[src/rtl/apb_pkg.sv]
// Shared types and address-map constants for the core-to-APB bridge.
package apb_pkg;

   typedef enum logic [1:0] {IDLE, SETUP, ACCESS, DECERR} apb_state_e;

   localparam int APB_SLOT_BITS = 12;
   localparam int APB_IDX_LSB   = 12;
   localparam int APB_IDX_MSB   = 15;

endpackage

[src/rtl/apb_master_ctrl_if.sv]
// Core-side request/response signals plus the shared APB bus, bundled for the bridge.
interface apb_master_ctrl_if #(
   parameter int NUM_SLAVES = 4
) ();

   logic                       transfer;
   logic                       write;
   logic [31:0]                addr;
   logic [31:0]                wdata;
   logic [31:0]                rdata;
   logic                       ready;
   logic                       error;

   logic [31:0]                PADDR;
   logic [31:0]                PWDATA;
   logic                       PWRITE;
   logic                       PENABLE;
   logic [NUM_SLAVES-1:0]      PSEL;
   logic [NUM_SLAVES*32-1:0]   PRDATA;
   logic [NUM_SLAVES-1:0]      PREADY;
   logic [NUM_SLAVES-1:0]      PSLVERR;

   modport master (
      input  transfer, write, addr, wdata, PRDATA, PREADY, PSLVERR,
      output rdata, ready, error, PADDR, PWDATA, PWRITE, PENABLE, PSEL
   );

   modport slave (
      output transfer, write, addr, wdata, PRDATA, PREADY, PSLVERR,
      input  rdata, ready, error, PADDR, PWDATA, PWRITE, PENABLE, PSEL
   );

endinterface

[src/rtl/apb_addr_decoder.sv]
// Maps a byte address onto one of NUM_SLAVES 4KB slots above BASE_ADDR.
module apb_addr_decoder
   import apb_pkg::*;
#(
   parameter int          NUM_SLAVES = 4,
   parameter logic [31:0] BASE_ADDR  = 32'h1000_0000
) (
   input  logic [31:APB_SLOT_BITS]  i_addr,
   output logic                     o_hit,
   output logic [NUM_SLAVES-1:0]    o_sel,
   output logic [3:0]               o_index
);

   always_comb begin
      o_index = i_addr[APB_IDX_MSB:APB_IDX_LSB];
      o_hit   = (i_addr[31:16] == BASE_ADDR[31:16]) &&
                ({28'd0, o_index} < 32'(NUM_SLAVES));
      o_sel   = '0;
      for (int i = 0; i < NUM_SLAVES; i++) begin
         o_sel[i] = o_hit && (o_index == 4'(i));
      end
   end

endmodule

[src/rtl/apb_master_ctrl.sv]
// Bridges the multicycle core's transfer/ready bus onto APB, with decode-error
// and PREADY-timeout completion so a request always finishes.
module apb_master_ctrl
   import apb_pkg::*;
#(
   parameter int          NUM_SLAVES = 4,
   parameter logic [31:0] BASE_ADDR  = 32'h1000_0000,
   parameter int          TIMEOUT    = 16
) (
   input  logic               clk,
   input  logic               reset,
   apb_master_ctrl_if.master  bus
);

   localparam int CW = $clog2(TIMEOUT) + 1;

   apb_state_e              r_state;
   apb_state_e              w_next;
   logic [31:0]             r_paddr;
   logic [31:0]             r_pwdata;
   logic                    r_pwrite;
   logic [31:0]             r_rdata;
   logic [NUM_SLAVES-1:0]   r_sel;
   logic [3:0]              r_idx;
   logic [CW-1:0]           r_cnt;

   logic                    w_hit;
   logic [NUM_SLAVES-1:0]   w_sel;
   logic [3:0]              w_index;
   logic                    w_pready;
   logic                    w_pslverr;
   logic [31:0]             w_prdata;
   logic                    w_ready;
   logic                    w_error;
   logic [31:0]             w_rdata;

   apb_addr_decoder #(
      .NUM_SLAVES (NUM_SLAVES),
      .BASE_ADDR  (BASE_ADDR)
   ) u_dec (
      .i_addr  (bus.addr[31:APB_SLOT_BITS]),
      .o_hit   (w_hit),
      .o_sel   (w_sel),
      .o_index (w_index)
   );

   // Only the latched slave's response is looked at; the others may hold anything.
   always_comb begin
      w_pready  = 1'b0;
      w_pslverr = 1'b0;
      w_prdata  = '0;
      for (int i = 0; i < NUM_SLAVES; i++) begin
         if (r_idx == 4'(i)) begin
            w_pready  = bus.PREADY[i];
            w_pslverr = bus.PSLVERR[i];
            w_prdata  = bus.PRDATA[32*i +: 32];
         end
      end
   end

   always_comb begin
      w_next  = r_state;
      w_ready = 1'b0;
      w_error = 1'b0;
      w_rdata = r_rdata;
      case (r_state)
         IDLE: begin
            if (bus.transfer) begin
               w_next = w_hit ? SETUP : DECERR;
            end
         end
         SETUP: begin
            w_next = ACCESS;
         end
         ACCESS: begin
            if (w_pready) begin
               w_ready = 1'b1;
               w_error = w_pslverr;
               w_rdata = w_prdata;
               w_next  = IDLE;
            end else if (r_cnt == CW'(TIMEOUT - 1)) begin
               w_ready = 1'b1;
               w_error = 1'b1;
               w_rdata = '0;
               w_next  = IDLE;
            end
         end
         DECERR: begin
            w_ready = 1'b1;
            w_error = 1'b1;
            w_rdata = '0;
            w_next  = IDLE;
         end
         default: begin
            w_next = IDLE;
         end
      endcase
      // A reset edge aborts the transaction, so no completion may escape this cycle.
      if (reset) begin
         w_ready = 1'b0;
         w_error = 1'b0;
      end
   end

   always_ff @(posedge clk) begin
      if (reset) begin
         r_state  <= IDLE;
         r_paddr  <= '0;
         r_pwdata <= '0;
         r_pwrite <= 1'b0;
         r_rdata  <= '0;
         r_sel    <= '0;
         r_idx    <= '0;
         r_cnt    <= '0;
      end else begin
         r_state <= w_next;
         if (r_state == IDLE && bus.transfer) begin
            r_paddr  <= bus.addr;
            r_pwdata <= bus.wdata;
            r_pwrite <= bus.write;
            r_sel    <= w_sel;
            r_idx    <= w_index;
         end
         if (w_next == SETUP) begin
            r_cnt <= '0;
         end else if (r_state == ACCESS && !w_pready) begin
            r_cnt <= r_cnt + 1'b1;
         end
         if (w_ready) begin
            r_rdata <= w_rdata;
         end
      end
   end

   assign bus.PSEL    = (r_state == SETUP || r_state == ACCESS) ? r_sel : '0;
   assign bus.PENABLE = (r_state == ACCESS);
   assign bus.PADDR   = r_paddr;
   assign bus.PWDATA  = r_pwdata;
   assign bus.PWRITE  = r_pwrite;
   assign bus.rdata   = w_rdata;
   assign bus.ready   = w_ready;
   assign bus.error   = w_error;

endmodule

[src/flat_wrapper.sv]
// flat-port wrapper written by rule: the top's interface ports become plain ports
module apb_master_ctrl_flat import apb_pkg::*;
#(
   parameter int          NUM_SLAVES = 4,
   parameter logic [31:0] BASE_ADDR  = 32'h1000_0000,
   parameter int          TIMEOUT    = 16
)
  (clk, reset, bus_transfer, bus_write, bus_addr, bus_wdata, bus_PRDATA, bus_PREADY, bus_PSLVERR, bus_rdata, bus_ready, bus_error, bus_PADDR, bus_PWDATA, bus_PWRITE, bus_PENABLE, bus_PSEL);
  apb_master_ctrl_if #(.NUM_SLAVES(NUM_SLAVES)) bus_i ();
  input  logic clk;
  input  logic reset;
  input wire logic [$bits(bus_i.transfer)-1:0] bus_transfer;
  input wire logic [$bits(bus_i.write)-1:0] bus_write;
  input wire logic [$bits(bus_i.addr)-1:0] bus_addr;
  input wire logic [$bits(bus_i.wdata)-1:0] bus_wdata;
  input wire logic [$bits(bus_i.PRDATA)-1:0] bus_PRDATA;
  input wire logic [$bits(bus_i.PREADY)-1:0] bus_PREADY;
  input wire logic [$bits(bus_i.PSLVERR)-1:0] bus_PSLVERR;
  output wire logic [$bits(bus_i.rdata)-1:0] bus_rdata;
  output wire logic [$bits(bus_i.ready)-1:0] bus_ready;
  output wire logic [$bits(bus_i.error)-1:0] bus_error;
  output wire logic [$bits(bus_i.PADDR)-1:0] bus_PADDR;
  output wire logic [$bits(bus_i.PWDATA)-1:0] bus_PWDATA;
  output wire logic [$bits(bus_i.PWRITE)-1:0] bus_PWRITE;
  output wire logic [$bits(bus_i.PENABLE)-1:0] bus_PENABLE;
  output wire logic [$bits(bus_i.PSEL)-1:0] bus_PSEL;
  assign bus_i.transfer = bus_transfer;
  assign bus_i.write = bus_write;
  assign bus_i.addr = bus_addr;
  assign bus_i.wdata = bus_wdata;
  assign bus_i.PRDATA = bus_PRDATA;
  assign bus_i.PREADY = bus_PREADY;
  assign bus_i.PSLVERR = bus_PSLVERR;
  assign bus_rdata = bus_i.rdata;
  assign bus_ready = bus_i.ready;
  assign bus_error = bus_i.error;
  assign bus_PADDR = bus_i.PADDR;
  assign bus_PWDATA = bus_i.PWDATA;
  assign bus_PWRITE = bus_i.PWRITE;
  assign bus_PENABLE = bus_i.PENABLE;
  assign bus_PSEL = bus_i.PSEL;
  apb_master_ctrl #(.NUM_SLAVES(NUM_SLAVES), .BASE_ADDR(BASE_ADDR), .TIMEOUT(TIMEOUT)) u_core (.clk(clk), .reset(reset), .bus(bus_i));
endmodule
[config.mk]
export PLATFORM = sky130hd
export DESIGN_NAME = apb_master_ctrl_flat
export DESIGN_NICKNAME = d
export VERILOG_FILES = /design/src/rtl/apb_pkg.sv /design/src/rtl/apb_master_ctrl_if.sv /design/src/rtl/apb_addr_decoder.sv /design/src/rtl/apb_master_ctrl.sv /design/src/flat_wrapper.sv
export SDC_FILE = /design/constraint.sdc
export NUM_CORES = 1
export LEC_CHECK = 0
export ABC_AREA = 1
export BUFFER_PORTS_ARGS = -buffer_cell sky130_fd_sc_hd__buf_2
export CAP_MARGIN = 20
export CELL_PAD_IN_SITES_DETAIL_PLACEMENT = 0
export CELL_PAD_IN_SITES_GLOBAL_PLACEMENT = 1
export CORE_UTILIZATION = 31
export CTS_CLUSTER_DIAMETER = 80
export DETAILED_ROUTE_END_ITERATION = 12
export PLACE_DENSITY = 0.82
export REMOVE_ABC_BUFFERS = 1
export SLEW_MARGIN = 0
export SYNTH_ARGS = -nofsm -noshare
export SYNTH_HDL_FRONTEND = slang
export SYNTH_SLANG_ARGS = --single-unit
export TNS_END_PERCENT = 30
[constraint.sdc]
create_clock -name clk -period 2.6 [get_ports clk]
set_input_delay 0.52 -clock clk [delete_from_list [all_inputs] [get_ports clk]]
set_output_delay 0.52 -clock clk [all_outputs]
set_load 0.05 [all_outputs]
# == Word-level counts from Yosys, hierarchy flattened ==
# Index checks and enable logic that the tools add are counted.
# totals
register_bits,112
latch_bits,0
mem_bits_rw,0
mem_bits_ro,0
input_bits,204
out_inout_bits,104
memories,0
# classes
addsub,1
mul,0
div_mod_pow,0
order_cmp,1
eq_ne,12
n_shift,0
n_mux,28
bitwise_logic,0
reduce_logical,13
# op_table
op,count
$mux W32,6
$pmux W32 S2,1
$eq A16 B13 Y1 const B,1
$eq A4 B2 Y1 const B,4
$mux W1,13
$eq A4 B1 Y1 const B,2
$logic_not A4 Y1,2
$mux W2,4
$pmux W2 S4,1
$logic_and A1 B1 Y1,7
$add A5 B1 Y5 const B,1
$eq A5 B4 Y1 const B,1
$eq A2 B1 Y1 const B,2
$eq A2 B2 Y1 const B,2
$lt A4 B3 Y1 const B,1
$mux W4,1
$pmux W1 S2,2
$logic_not A2 Y1,1
$reduce_or A2 Y1,1
$logic_not A1 Y1,1
$logic_or A1 B1 Y1,1

# == Longest topological paths before layout ==
# depth
word_depth,9
depth_mapped,14

# == Modules after synthesis ==
# From an unflattened synthesis, not the netlist that was laid out.
# unflattened
cells_unflattened,1120
area_unflattened_um2,6807.8
# by_module_without_submodules
mod,instances,cells_per_inst,area_each_um2,seq_area_each_um2
apb_master_ctrl,1,1088,6651.4,2242.2
apb_addr_decoder,1,32,156.4,0.0

# == Worst setup path before layout ==
# Ideal clock, no wire load.
# synth_path
path_kind,register to output
from,reg u_core.r_state[0]
to,out bus_error
t_arrival_ps,2666
required_time_ps,2080
path_slack_ps,-586
path_stages_with_launch,9
n_path_buf,2
path_cell_list,dfxtp_1 inv_1 ha_1 buf_2 nor2_1 nor2_1 nand2_2 buf_6 a31oi_1
# synth_via
elab_chain_cells,3
elab_cells_between_ends,4
# synth_lines
element,line_no,rtl
"start, declared",apb_master_ctrl.sv:17,apb_state_e r_state;
"start signal, assigned",apb_master_ctrl.sv:116,r_state <= w_next;
$eq A2 B2 Y1,--,
via bus_PENABLE,flat_wrapper.sv:25,output wire logic [$bits(bus_i.PENABLE)-1:0] bus_PENABLE;
$pmux W1 S2,apb_master_ctrl.sv:66,case (r_state)
$mux W1,apb_master_ctrl.sv:99,if (reset) begin
"end, declared",flat_wrapper.sv:21,output wire logic [$bits(bus_i.error)-1:0] bus_error;
# The timed path passes the listed nets, and every way through them passes these cells.

==> impl_results.md <==
- Area Overhead vs Synth: 44.57%
- Critical path capture point type: primary output
- Final Power: 6.764 mW
- Skew final: about 0.006 ns
- Area of the multi-input gates: 3747 µm²
- Final worst setup slack: -0.03454 ns
- Clk root buf: clkbuf_16
- GRT overflow: 0
- Critical Path Start: u_core.bus.PADDR[14]
- Die width: 144.7 µm
- CP Max Fanout: 8
- Clock-pin slew on the worst setup and hold paths: 0.08 ns
- #FFs+latches synth: 108
- Share of layout cells above drive strength 1: between 30% and 40%
- Core ar.: between 15000 and 20000 µm²
- DR WL/cell: between 15 and 20 µm
- Most common cell after layout, fill and taps aside: buf_2
- Die area: between 20000 and 25000 µm²
- R2R Path Start: u_core.bus.PADDR[14]
- Vias in the first global route: ~6.7k
- PortBufs: ~310
- Psw: about 3.0 mW
- Worst hold path type: input pin to flip-flop
- Finish-stage setup viols: 16
- Post-synth cell types: 31
- Critical Path End: bus_rdata[4]
- Total of max-cap violations: 0
- TritonRoute pass-1 iters: 5
- Row cnt: a little over 50
- Chip height: around 140 µm
- CTS Buffer Depth: 2
- Fin. Hold Viols: 0
- Via count: about 7.6k
- Most frequent cells in the layout: buf_2, nor2_1, nand2_1
- Maximum number of pins on one net before global-route repair: 64
- Synthesis Warnings: 0
- Routed wire length: between 20000 and 25000 µm
- Fin crit share: 101.3%
- Worst EP arrival: around 2.1 ns
- Cell Area, Synth: 6311 µm²
- Vias per cell: 4.804
- Fin crit period: between 2 and 3 ns
- P_int: 3.740 mW
- Violated checks: setup timing
- Initial core utilization: 32.01%
- Final nets: about 1.5k
- Combinational fraction of design power: between 40 and 50%
- Pwr per Cell Area: roughly 740 nW/µm²
- Global-route wire length before repair: between 30000 and 40000 µm
- Status: finished, violations left
- Initial antenna violation count: 2
- Startpoint Class: flip-flop
- RSZ-0062 raised after global routing: yes
- Clock sinks: between 100 and 150
- All-Layer GR Usage: a little over a fifth
- Ports: 308
- DR iter-0 viols: 340
- Pins Over Slew Limit: 0
- Clk pwr share: 21.9%
- Filler Cells Inserted: roughly 2.1k
- CTS Buf Count: 9
- Crit path required time: 2.08 ns
- Reg2reg path depth: 12
- Critical path class: flip-flop to primary output
- Clock latency on the worst-skew pair: between 0.3 and 0.4 ns
- F_max: 379.6 MHz
- Post-DP HPWL: ~16000 µm
- R2R Path End: u_core.r_rdata[19]
- Sw frac: ~45%
- Slew headroom: 58.33%
- R2R setup slack: ~0.64 ns
- Sequential power share: between 20 and 30%
- GPL Wtd Cong: slightly below 0.8
- CTS tree: done
- Register area: between 2000 and 2500 µm²
- Synth Area per Inst: 6.187 µm²
- Post-Syn Instances: between 1k and 1.5k
- Routed Antenna Nets: 0
- Register area share after synthesis: about a third
- Htree depth: 3
- Leakage Power: between 4 and 5 nW
- Worst vdd ir: approximately 0.45 mV
- Slew @ Worst Pin: between 0.6 and 0.7 ns
- Fin Hold WS: roughly 0.4 ns
- Drt drc: 0
-- how the worst min path moves through the flow --
stage / start / end / slack (ns) / depth (start not counted)
floorplan: u_core.r_sel[1] / u_core.r_sel[1] / 0.44 / 2
global placement: u_core.r_sel[1] / u_core.r_sel[1] / 0.45 / 2
detailed placement: u_core.r_sel[2] / u_core.r_sel[2] / 0.46 / 2
CTS: bus_wdata[27] / u_core.bus.PWDATA[27] / 0.39 / 3
global route: bus_wdata[27] / u_core.bus.PWDATA[27] / 0.40 / 3
finish: bus_wdata[27] / u_core.bus.PWDATA[27] / 0.41 / 3
-- power by group through the flow --
stage	Combinational (mW)	Clock [mW]	Sequential, mW
3_3_place_gp	2.85	0	2.03
3_5_place_dp	2.85	0	2.04
5_1_grt	3.53	1.59	2.04
2_1_floorplan	1.49	0	2.49
6_report	3.28	1.48	2.01
4_1_cts	2.96	1.52	2.01
-- critical path, cell delays in order (launching register included) --
cell,delay (ns)
dfxtp_4,0.36
nor2_4,0.23
buf_6,0.15
nand3_1,0.12
nand4_1,0.21
buf_6,0.16
clkbuf_16,0.16
nand2_2,0.06
nand3_2,0.06
nand2_2,0.08
buf_8,0.15
-- repair_timing --
action                                  4_1_cts  5_1_grt
resized for setup                            34      125
buffers inserted                              2        9
hold endpoints to repair                      0        0
pin swaps                                     1        9
cloned                                        1        4
hold buffers                                  0        0
endpoints found under the setup margin       34       34
-- cell type report --
type / count / share of cell area [%]
clock buffer: 9 / 2.468
antenna: 3 / 0.08228
sequential: 108 / 23.81
clock inverter: 7 / 0.9462
timing repair buffer: 351 / 25.29
inverter: 65 / 2.702
tap: 265 / 3.634
multi-input combinational: 775 / 41.07
-- state kept, by name (all words and copies together), names as in the netlist --
signal             count
u_core.r_sel           4
u_core.r_state         2
u_core.bus.PWRITE      1
u_core.r_cnt           5
u_core.bus.PWDATA     32
u_core.bus.PADDR      32
u_core.r_rdata        32
-- kinds of logic (layout without fill, tap and decap cells) --
family	after synthesis	after routing	synth area share, %
AOI/OAI and AO/OA	124	124	11.32
xor gates and xnor gates	3	3	0.4164
adders and majority gates	7	7	1.388
buffers and inverters	137	432	9.100
DFF	108	108	34.26
other	0	3	0
and+or+nand+nor	641	641	43.52
-- Yosys cell counts --
library cell	count	share of area, %
nor2_1	209	12
inv_2	8	0.48
a22oi_1	32	3.8
clkinv_1	2	0.12
or2_1	26	2.6
buf_4	2	0.24
nand2_2	2	0.20
nor3_1	1	0.079
clkbuf_1	41	2.4
nand3_2	2	0.32
nor2_2	2	0.20
or3_1	1	0.099
or2_2	3	0.30
nand3_1	168	13
inv_1	55	3.3
xnor2_1	1	0.14
xor2_1	2	0.28
nand2_1	222	13
buf_2	18	1.4
o21bai_1	3	0.36
nand4_1	3	0.30
ha_1	7	1.4
buf_1	7	0.42
a31oi_1	1	0.099
dfxtp_1	108	34
nor2_4	1	0.18
nor2_8	1	0.32
a21oi_1	19	1.5
o21a_1	2	0.24
o21ai_0	67	5.3
buf_6	4	0.71
-- routing by layer --
metal / share of wire [%] / vias up / global-route usage (%)
met1: 41 / 3411 / 23.32
met4: 1.8 / 2 / 6.925
met2: 49 / 290 / 38.79
li1: - / 3871 / -
met5: 0.071 / - / 0
met3: 8.0 / 31 / 5.627
-- stage by stage --
stage	cells	worst slack (ns)	utilization [%]	TNS, ns	instance area [µm²]
finish	1583	-0.03454	46.27	-0.3034	9124
global route	1581	-0.1321	46.25	-2.741	9119
CTS	1568	-0.01371	43.68	-0.01371	8612
detailed placement	1549	0.1905	41.38	0	8159
global placement	1549	0.1823	41.38	0	8159
floorplan	948	-2.901	-	-103.62	5981
(Power assumes the default switching activity.)
